==> config.mk <==
export PLATFORM = sky130hd
export DESIGN_NAME = utopia_rx_sched_flat
export DESIGN_NICKNAME = d
export VERILOG_FILES = /design/src/rtl/utopia_rx_sched_if.sv /design/src/rtl/utopia_rx_sched.sv /design/src/flat_wrapper.sv
export SDC_FILE = /design/constraint.sdc
export NUM_CORES = 1
export LEC_CHECK = 0
export BUFFER_PORTS_ARGS = -buffer_cell sky130_fd_sc_hd__buf_4
export CAP_MARGIN = 20
export CORE_AREA = 3 3 53 55
export CTS_BUF_LIST = sky130_fd_sc_hd__clkbuf_2
export DETAILED_ROUTE_END_ITERATION = 7
export DIE_AREA = 0 0 56 58
export PLACE_DENSITY_LB_ADDON = 0.1
export SLEW_MARGIN = 15
export SYNTH_ARGS = -nofsm -noshare
export SYNTH_HDL_FRONTEND = slang
export SYNTH_SLANG_ARGS = --single-unit
==> constraint.sdc <==
create_clock -name clk -period 2.8 [get_ports clk]
set_input_delay 0.42 -clock clk [delete_from_list [all_inputs] [get_ports clk]]
set_output_delay 0.42 -clock clk [all_outputs]
set_load 0.01 [all_outputs]
==> src/rtl/utopia_rx_sched_if.sv <==
// Bundle of request, grant and transfer-status signals between the Utopia receive
// ports, the forwarding engine, the CPU and the cell scheduler.
interface utopia_rx_sched_if #(
  parameter int unsigned NumRx     = 4,
  parameter int unsigned CellBytes = 53
);
  logic [NumRx-1:0]             req;
  logic [NumRx-1:0]             port_en;
  logic                         fwd_ready;
  logic                         err_clr;
  logic [NumRx-1:0]             grant;
  logic [$clog2(NumRx)-1:0]     grant_id;
  logic                         xfer_valid;
  logic [$clog2(CellBytes)-1:0] byte_cnt;
  logic                         cell_done;
  logic                         cell_abort;
  logic                         stall_err;
  logic                         busy;

  // Scheduler side.
  modport master (
    input  req, port_en, fwd_ready, err_clr,
    output grant, grant_id, xfer_valid, byte_cnt,
           cell_done, cell_abort, stall_err, busy
  );

  // Receive ports, forwarding engine and CPU side.
  modport slave (
    output req, port_en, fwd_ready, err_clr,
    input  grant, grant_id, xfer_valid, byte_cnt,
           cell_done, cell_abort, stall_err, busy
  );
endinterface

==> src/rtl/utopia_rx_sched.sv <==
// Round-robin cell scheduler: grants one Utopia receive port at a time and sequences
// a full cell of byte beats into the forwarding engine, aborting on a long stall.
module utopia_rx_sched #(
  parameter int unsigned NumRx      = 4,
  parameter int unsigned CellBytes  = 53,
  parameter int unsigned StallLimit = 64
) (
  input  logic              clk,
  input  logic              rst,
  utopia_rx_sched_if.master bus
);
  localparam int unsigned IdW  = $clog2(NumRx);
  localparam int unsigned IW1  = IdW + 1;
  localparam int unsigned CntW = $clog2(CellBytes);
  localparam int unsigned StW  = $clog2(StallLimit + 1);

  localparam logic [CntW-1:0] LastByte  = CntW'(CellBytes - 1);
  localparam logic [StW-1:0]  LastStall = StW'(StallLimit - 1);
  localparam logic [IdW-1:0]  LastPort  = IdW'(NumRx - 1);

  typedef enum logic [1:0] {
    IDLE = 2'd0,
    XFER = 2'd1,
    DONE = 2'd2
  } state_t;

  state_t            state_q, state_d;
  logic [IdW-1:0]    ptr_q,   ptr_d;
  logic [NumRx-1:0]  grant_q, grant_d;
  logic [IdW-1:0]    gid_q,   gid_d;
  logic [CntW-1:0]   cnt_q,   cnt_d;
  logic [StW-1:0]    stall_q, stall_d;
  logic              done_q,  done_d;
  logic              abort_q, abort_d;
  logic              err_q,   err_d;

  logic [NumRx-1:0]  elig;
  logic              found;
  logic [IdW-1:0]    sel;
  logic [IW1-1:0]    idx;

  // Round-robin search starting at the pointer, wrapping modulo NumRx.
  always_comb begin
    elig  = bus.req & bus.port_en;
    found = 1'b0;
    sel   = '0;
    idx   = '0;
    for (int unsigned i = 0; i < NumRx; i++) begin
      idx = {1'b0, ptr_q} + IW1'(i);
      if (idx >= IW1'(NumRx)) begin
        idx = idx - IW1'(NumRx);
      end
      if (!found && elig[idx[IdW-1:0]]) begin
        found = 1'b1;
        sel   = idx[IdW-1:0];
      end
    end
  end

  always_comb begin
    state_d = state_q;
    ptr_d   = ptr_q;
    grant_d = grant_q;
    gid_d   = gid_q;
    cnt_d   = cnt_q;
    stall_d = stall_q;
    done_d  = 1'b0;
    abort_d = 1'b0;

    unique case (state_q)
      IDLE: begin
        if (found) begin
          grant_d      = '0;
          grant_d[sel] = 1'b1;
          gid_d        = sel;
          cnt_d        = '0;
          stall_d      = '0;
          state_d      = XFER;
        end
      end

      XFER: begin
        if (bus.fwd_ready) begin
          stall_d = '0;
          if (cnt_q == LastByte) begin
            done_d  = 1'b1;
            grant_d = '0;
            cnt_d   = '0;
            state_d = DONE;
          end else begin
            cnt_d = cnt_q + 1'b1;
          end
        end else if (stall_q == LastStall) begin
          abort_d = 1'b1;
          grant_d = '0;
          cnt_d   = '0;
          stall_d = '0;
          state_d = DONE;
        end else begin
          stall_d = stall_q + 1'b1;
        end
      end

      DONE: begin
        ptr_d   = (gid_q == LastPort) ? '0 : gid_q + 1'b1;
        state_d = IDLE;
      end

      default: begin
        state_d = IDLE;
      end
    endcase

    // A new abort outranks a simultaneous CPU clear.
    err_d = err_q;
    if (bus.err_clr) begin
      err_d = 1'b0;
    end
    if (abort_d) begin
      err_d = 1'b1;
    end
  end

  always_ff @(posedge clk) begin
    if (!rst) begin
      state_q <= IDLE;
      ptr_q   <= '0;
      grant_q <= '0;
      gid_q   <= '0;
      cnt_q   <= '0;
      stall_q <= '0;
      done_q  <= 1'b0;
      abort_q <= 1'b0;
      err_q   <= 1'b0;
    end else begin
      state_q <= state_d;
      ptr_q   <= ptr_d;
      grant_q <= grant_d;
      gid_q   <= gid_d;
      cnt_q   <= cnt_d;
      stall_q <= stall_d;
      done_q  <= done_d;
      abort_q <= abort_d;
      err_q   <= err_d;
    end
  end

  assign bus.grant      = grant_q;
  assign bus.grant_id   = gid_q;
  assign bus.byte_cnt   = cnt_q;
  assign bus.xfer_valid = (state_q == XFER) && bus.fwd_ready;
  assign bus.cell_done  = done_q;
  assign bus.cell_abort = abort_q;
  assign bus.stall_err  = err_q;
  assign bus.busy       = (state_q != IDLE);

  a_grant_onehot : assert property (@(posedge clk) disable iff (!rst) $onehot0(grant_q));
  a_one_pulse    : assert property (@(posedge clk) disable iff (!rst) !(done_q && abort_q));
endmodule

==> src/flat_wrapper.sv <==
// flat-port wrapper written by rule: the top's interface ports become plain ports
module utopia_rx_sched_flat 
#(
  parameter int unsigned NumRx      = 4,
  parameter int unsigned CellBytes  = 53,
  parameter int unsigned StallLimit = 64
)
  (clk, rst, bus_req, bus_port_en, bus_fwd_ready, bus_err_clr, bus_grant, bus_grant_id, bus_xfer_valid, bus_byte_cnt, bus_cell_done, bus_cell_abort, bus_stall_err, bus_busy);
  utopia_rx_sched_if #(.NumRx(NumRx), .CellBytes(CellBytes)) bus_i ();
  input  logic clk;
  input  logic rst;
  input wire logic [$bits(bus_i.req)-1:0] bus_req;
  input wire logic [$bits(bus_i.port_en)-1:0] bus_port_en;
  input wire logic [$bits(bus_i.fwd_ready)-1:0] bus_fwd_ready;
  input wire logic [$bits(bus_i.err_clr)-1:0] bus_err_clr;
  output wire logic [$bits(bus_i.grant)-1:0] bus_grant;
  output wire logic [$bits(bus_i.grant_id)-1:0] bus_grant_id;
  output wire logic [$bits(bus_i.xfer_valid)-1:0] bus_xfer_valid;
  output wire logic [$bits(bus_i.byte_cnt)-1:0] bus_byte_cnt;
  output wire logic [$bits(bus_i.cell_done)-1:0] bus_cell_done;
  output wire logic [$bits(bus_i.cell_abort)-1:0] bus_cell_abort;
  output wire logic [$bits(bus_i.stall_err)-1:0] bus_stall_err;
  output wire logic [$bits(bus_i.busy)-1:0] bus_busy;
  assign bus_i.req = bus_req;
  assign bus_i.port_en = bus_port_en;
  assign bus_i.fwd_ready = bus_fwd_ready;
  assign bus_i.err_clr = bus_err_clr;
  assign bus_grant = bus_i.grant;
  assign bus_grant_id = bus_i.grant_id;
  assign bus_xfer_valid = bus_i.xfer_valid;
  assign bus_byte_cnt = bus_i.byte_cnt;
  assign bus_cell_done = bus_i.cell_done;
  assign bus_cell_abort = bus_i.cell_abort;
  assign bus_stall_err = bus_i.stall_err;
  assign bus_busy = bus_i.busy;
  utopia_rx_sched #(.NumRx(NumRx), .CellBytes(CellBytes), .StallLimit(StallLimit)) u_core (.clk(clk), .rst(rst), .bus(bus_i));
endmodule
==> results of run 1 <==
==> cell usage after synthesis, types with 2 or more instances <==
cell type  instances  area share
nand3_1            6       0.023
and3_1             3       0.014
a31oi_1            4       0.019
a41oi_1            2       0.013
o21ai_0            6       0.023
clkbuf_1           2      0.0058
a32oi_1            2       0.013
mux2i_1            2       0.015
dfxtp_1           26        0.40
a21oi_1            9       0.035
inv_1              6       0.017
or3_1              2      0.0096
nand2_1           19       0.055
nor2_1             8       0.023
ha_1               4       0.038
nand3b_1           4       0.023
o21bai_1           3       0.017
nand2b_1           5       0.024
nor3b_1            2       0.012
o32ai_1            4       0.027
o211ai_1           2       0.012
a32o_1             2       0.015
o21a_1             2       0.012
nor3_1             4       0.015
==> registers in the layout (all words and copies together) (netlist names) <==
name and cells:
u_core.bus.byte_cnt 6, u_core.bus.cell_abort 1, u_core.bus.cell_done 1, u_core.bus.grant 4, u_core.bus.grant_id 2, u_core.bus.stall_err 1, u_core.ptr_q 2, u_core.stall_q 7
u_core.state_q 2
==> cells by family after synthesis <==
family,after synthesis,share of synthesized area
and+or+nand+nor,60,0.244
muxes,2,0.0154
DFF,26,0.400
buffers and inverters,10,0.0355
AOI/OAI and AO/OA,47,0.267
adders and majority gates,4,0.0384
==> worst register-to-register path, stage by stage (launching register included) <==
cell     delay, ns
dfxtp_1       0.43
ha_1          0.21
nand3_1       0.19
o21a_2        0.34
nor3_1        0.41
o32ai_1       0.16
==> per-stage QoR <==
step | hold WS (ns) | setup WS, ns | area, sq um | cells
after floorplan | 0.440 | 1.28 | 1300 | 149
after global placement | 0.439 | 1.08 | 1530 | 203
after detailed placement | 0.448 | 0.983 | 1530 | 203
after CTS | 0.199 | 0.953 | 1570 | 207
after global routing | 0.184 | 0.857 | 1570 | 207
final | 0.208 | 0.965 | 1570 | 207
==> area by class of cell <==
class                           count  area, sq um  area share
Multi-Input combinational cell    113          736       0.468
Sequential cell                    26          520       0.331
Timing Repair Buffer               28          210       0.134
Tap cell                           30         37.5      0.0239
Clock inverter                      1         30.0      0.0191
Inverter                            6         22.5      0.0143
Clock buffer                        3         15.0     0.00955
==> path summary, 6_finish.rpt <==
kind / startpoint / to / slack [ns] / cells after the start
setup reg to reg: u_core.stall_q[0] / u_core.bus.grant[3] / 0.96 / 5
setup / recovery: u_core.stall_q[0] / u_core.bus.grant[3] / 0.96 / 5
hold reg to reg: u_core.bus.stall_err / u_core.bus.stall_err / 0.47 / 2
hold / removal: bus_err_clr / u_core.bus.stall_err / 0.21 / 2
==> power breakdown <==
group          switching [W]  leakage, nW  internal (W)
combinational      0.0000840        0.401     0.0000672
clock               0.000113       0.0266      0.000123
sequential         0.0000168        0.211      0.000386
==> metal layers <==
metal | GRT usage | vias to the layer above | share of wire
met3 | 0.0290 | 4 | 0.051
met1 | 0.234 | 545 | 0.47
met4 | 0.0610 | 0 | 0.0099
met5 | 0 | - | 0
met2 | 0.317 | 30 | 0.46
li1 | - | 616 | -
==> impl_metrics.env, run 1 <==
export IMPL_route_detailed_drc=0
export IMPL_postCtsResizedCells=0
export IMPL_cts_tree="yes"
export IMPL_antenna_found_initial=0
export IMPL_std_cell_rows=18
export IMPL_synth_cell_type_count=44
export IMPL_critPathMaxFanout=9
export IMPL_setup_viol=0
export IMPL_final_nets=194
export IMPL_clockBufferDepth=2
export IMPL_cpPeakStageDelay_ns=0.43
export IMPL_io_pins=29
export IMPL_path_buf_inv=0
export IMPL_synth_seq_cells=26
export IMPL_slowest_stage="dfxtp_1"
export IMPL_totalPowerFinal_w=0.000789
export IMPL_drv_slew=0
export IMPL_core_sq_um=2430
export IMPL_first_pass_iters=4
export IMPL_grt_pass1_wl_microns=4860
export IMPL_cts_hold_buf=0
export IMPL_clk_pin_slew_ns=0.24
export IMPL_via_count=1195
export IMPL_die_w_microns=56
export IMPL_n_fill_cell=211
export IMPL_fin_util=0.646
export IMPL_wl_per_cell_microns=13.6
export IMPL_grt_pass1_vias=1140
export IMPL_wl_microns=2820
export IMPL_clock_latency_ns=0.35
export IMPL_cellPowerDensity_nw_per_um2=502
export IMPL_cts_sinks=26
export IMPL_antenna_left=0
export IMPL_grt_max_degree=19
export IMPL_path_cells="ha_1, nand3_1, o21a_2, nor3_1, o32ai_1"
export IMPL_yosysSeqAreaShare=0.400
export IMPL_crit_type="reg -> reg"
export IMPL_fin_skew_ns=0.00314
export IMPL_synthArstFlopShare=0
export IMPL_synth_warnings=0
export IMPL_finalHoldViolCount=0
export IMPL_period_needed_ns=1.84
export IMPL_fp_dieH_microns=58
export IMPL_cts_made_buffers=3
export IMPL_slew_headroom=0.672
export IMPL_synthCells=149
export IMPL_drive_gt1_frac=0.215
export IMPL_max_cap_violations=0
export IMPL_die_area_sq_um=3250
export IMPL_gp_congestion=0.736
export IMPL_synth_edf_count=0
export IMPL_cp_start_kind="register"
export IMPL_ir_drop_mv=0.321
export IMPL_cp_end_kind="register"
export IMPL_avgSynthCellArea_sq_um=8.74
export IMPL_synth_ff_type="dfxtp_1"
export IMPL_layout_common_cells="28 x buf_4, 26 x dfxtp_1, 19 x nand2_1"
export IMPL_outcome="finished clean"
export IMPL_port_buffer_count=28
export IMPL_htree_num_levels=1
export IMPL_grt_use_total=0.183
export IMPL_final_common_cell="buf_4"
export IMPL_areaGrowthSynthToFinish_pct=20.7
export IMPL_dp_hpwl_microns=2090
export IMPL_vias_per_cell=5.77
export IMPL_rsz0062_at_grt="false"
export IMPL_worstPathArrival_ns=2.08
export IMPL_antenna_cells=0
export IMPL_synth_cell_area_sq_um=1300
export IMPL_synth_nets=165
export IMPL_post_cts_buffers=0
export IMPL_initial_core_util=0.535
export IMPL_power_leakage_nw=0.638
export IMPL_hold_path_class="in -> reg"
export IMPL_grt_remaining_overflow=0
export IMPL_period_share=0.655
export IMPL_required_ns=3.05
export IMPL_cts_root_buf="clkbuf_2"
export IMPL_drt_iter0_drc=53
export IMPL_worst_path_dominant_cell_family="simple AND/OR/NAND/NOR gates"
export IMPL_worstMarginPinSlew_ns=0.492
export IMPL_tns_ns=0
export IMPL_fmax_mhz=545
Power figures use the tool's default switching activity.
==> run 2, diff against run 1 <==
Settings changed: CORE_AREA 3 3 53 55 to 3 3 56 58, DIE_AREA 0 0 56 58 to 0 0 59 61.
Clock period 2.8 ns to 1.45 ns, I/O delays scaled along.
==> run 2 against run 1 <==
Non-clock buffer count is 17 higher; wire length is 18% higher; sequential power is 94% higher; via count is 9.6% higher; register-to-register slack worse by 1.0 ns; worst hold slack worse by 0.089 ns; the flow now finishes with violations (setup timing).
==> impl_metrics.env, run 2 (synthesized netlist as in run 1, its figures left out) <==
export IMPL_fmax_mhz=660
export IMPL_final_nets=211
export IMPL_p_int_w=0.000988
export IMPL_clk_pin_slew_ns=0.23
export IMPL_vias_per_cell=5.85
export IMPL_antenna_left=0
export IMPL_crit_type="reg -> reg"
export IMPL_layout_common_cells="42 x buf_4, 19 x nand2_1, 18 x dfxtp_1"
export IMPL_std_cell_rows=19
export IMPL_period_share=1.04
export IMPL_initial_core_util=0.481
export IMPL_wl_microns=3320
export IMPL_largest_reg_flops=7
export IMPL_placed_area_sq_um=1650
export IMPL_power_switching_w=0.000432
export IMPL_die_w_microns=59
export IMPL_regArea_sq_um=536
export IMPL_fp_dieH_microns=61
export IMPL_cts_root_buf="clkbuf_2"
export IMPL_p_sw_frac=0.304
export IMPL_critPathMaxFanout=4
export IMPL_cellPowerDensity_nw_per_um2=784
export IMPL_route_detailed_drc=0
export IMPL_io_pins=29
export IMPL_drv_slew=0
export IMPL_n_fill_cell=230
export IMPL_cts_sinks=26
export IMPL_clockBufferDepth=2
export IMPL_top_layer_used="met4"
export IMPL_cp_start_kind="register"
export IMPL_power_leakage_nw=0.726
export IMPL_p_clk_frac=0.184
export IMPL_setup_viol=7
export IMPL_htree_num_levels=1
export IMPL_largest_register="u_core.stall_q"
export IMPL_fin_skew_ns=0.00650
export IMPL_outcome="finished with violations"
export IMPL_grt_pass1_vias=1263
export IMPL_worstPathArrival_ns=1.76
export IMPL_core_sq_um=2710
export IMPL_clock_latency_ns=0.34
export IMPL_fin_util=0.669
export IMPL_finalHoldViolCount=0
export IMPL_via_count=1310
export IMPL_die_area_sq_um=3600
export IMPL_wl_met1_microns=1440
export IMPL_required_ns=1.70
export IMPL_grt_remaining_overflow=0
export IMPL_multiInputGateArea_sq_um=843
export IMPL_tns_ns=-0.238
export IMPL_wl_per_cell_microns=14.8
export IMPL_grt_pass1_wl_microns=5500
export IMPL_ir_drop_mv=0.556
export IMPL_final_common_cell="buf_4"
export IMPL_antenna_found_initial=0
export IMPL_hold_ws_ns=0.119
export IMPL_cp_end_kind="register"
export IMPL_grt_use_total=0.196
export IMPL_rsz0062_at_grt="true"
export IMPL_max_cap_violations=0
export IMPL_period_needed_ns=1.52
export IMPL_gp_congestion=0.817
export IMPL_dp_hpwl_microns=2390
export IMPL_wl_met2_microns=1690
export IMPL_wl_met3_microns=161
export IMPL_drive_gt1_frac=0.394
export IMPL_timing_final_ws_setup_ns=-0.0652
export IMPL_power_frac_comb=0.267
export IMPL_first_pass_iters=4
export IMPL_final_area_sq_um=1810
export IMPL_worstMarginPinSlew_ns=0.388
export IMPL_antenna_cells=0
export IMPL_port_buffer_count=28
export IMPL_dp_cells=217
export IMPL_areaGrowthSynthToFinish_pct=39.1
export IMPL_instances_no_fill=224
export IMPL_power_frac_seq=0.549
export IMPL_cts_tree="yes"
export IMPL_drt_iter0_drc=57
export IMPL_violations="setup timing"
export IMPL_slew_headroom=0.739
export IMPL_hold_path_class="in -> reg"
export IMPL_grt_max_degree=14
export IMPL_cts_made_buffers=3
[run 2: cell type report]
| class | instances | area share |
|---|---|---|
| sequential | 26 | 0.296 |
| multi-input combinational | 113 | 0.465 |
| inverter | 6 | 0.0124 |
| clock buffer | 3 | 0.00829 |
| timing repair buffer | 45 | 0.197 |
| tap | 31 | 0.0214 |
[run 2: path summary, 6_finish.rpt]
check,to,start,cells past startpoint,slack [ns]
min reg2reg,u_core.stall_q[6],u_core.stall_q[6],1,0.47
max,u_core.bus.grant[0],u_core.bus.byte_cnt[0],6,-0.07
max reg2reg,u_core.bus.grant[0],u_core.bus.byte_cnt[0],6,-0.07
min,u_core.stall_q[6],rst,2,0.12
[run 2: layer usage]
metal / track usage / vias up
met5: 0 / -
met4: 0.0583 / 0
met3: 0.0319 / 4
met2: 0.356 / 32
met1: 0.237 / 628
li1: - / 646
[run 2: what timing repair did]
| action | 4_1_cts | 5_1_grt |
|---|---|---|
| resized for setup | 13 | 19 |
| hold buffers | 0 | 1 |
| pin swaps | 3 | 9 |
| endpoints found under the hold margin | 0 | 1 |
| setup endpoints to repair | 12 | 16 |
| buffers inserted | 1 | 3 |
[run 2: critical path, stage by stage (launching register included)]
cell and delay [ns]:
dfxtp_2 0.38, inv_2 0.05, ha_2 0.15, and4b_2 0.31, a21oi_4 0.10, nor3_4 0.29, o32ai_1 0.14
[run 2: per-stage QoR]
step           setup WS, ns  total power, W
2_1_floorplan        0.0264        0.000985
3_3_place_gp        -0.0101         0.00112
3_5_place_dp         -0.114         0.00113
4_1_cts             -0.0387         0.00141
5_1_grt              -0.107         0.00150
6_report            -0.0652         0.00142
[run 2: power groups by stage]
| stage | clock (W) | combinational (W) | sequential [W] |
|---|---|---|---|
| finish | 0.000262 | 0.000379 | 0.000780 |
| global route | 0.000294 | 0.000417 | 0.000786 |
| CTS | 0.000270 | 0.000364 | 0.000778 |
| detailed placement | 0 | 0.000344 | 0.000789 |
| global placement | 0 | 0.000337 | 0.000787 |
| floorplan | 0 | 0.000195 | 0.000791 |
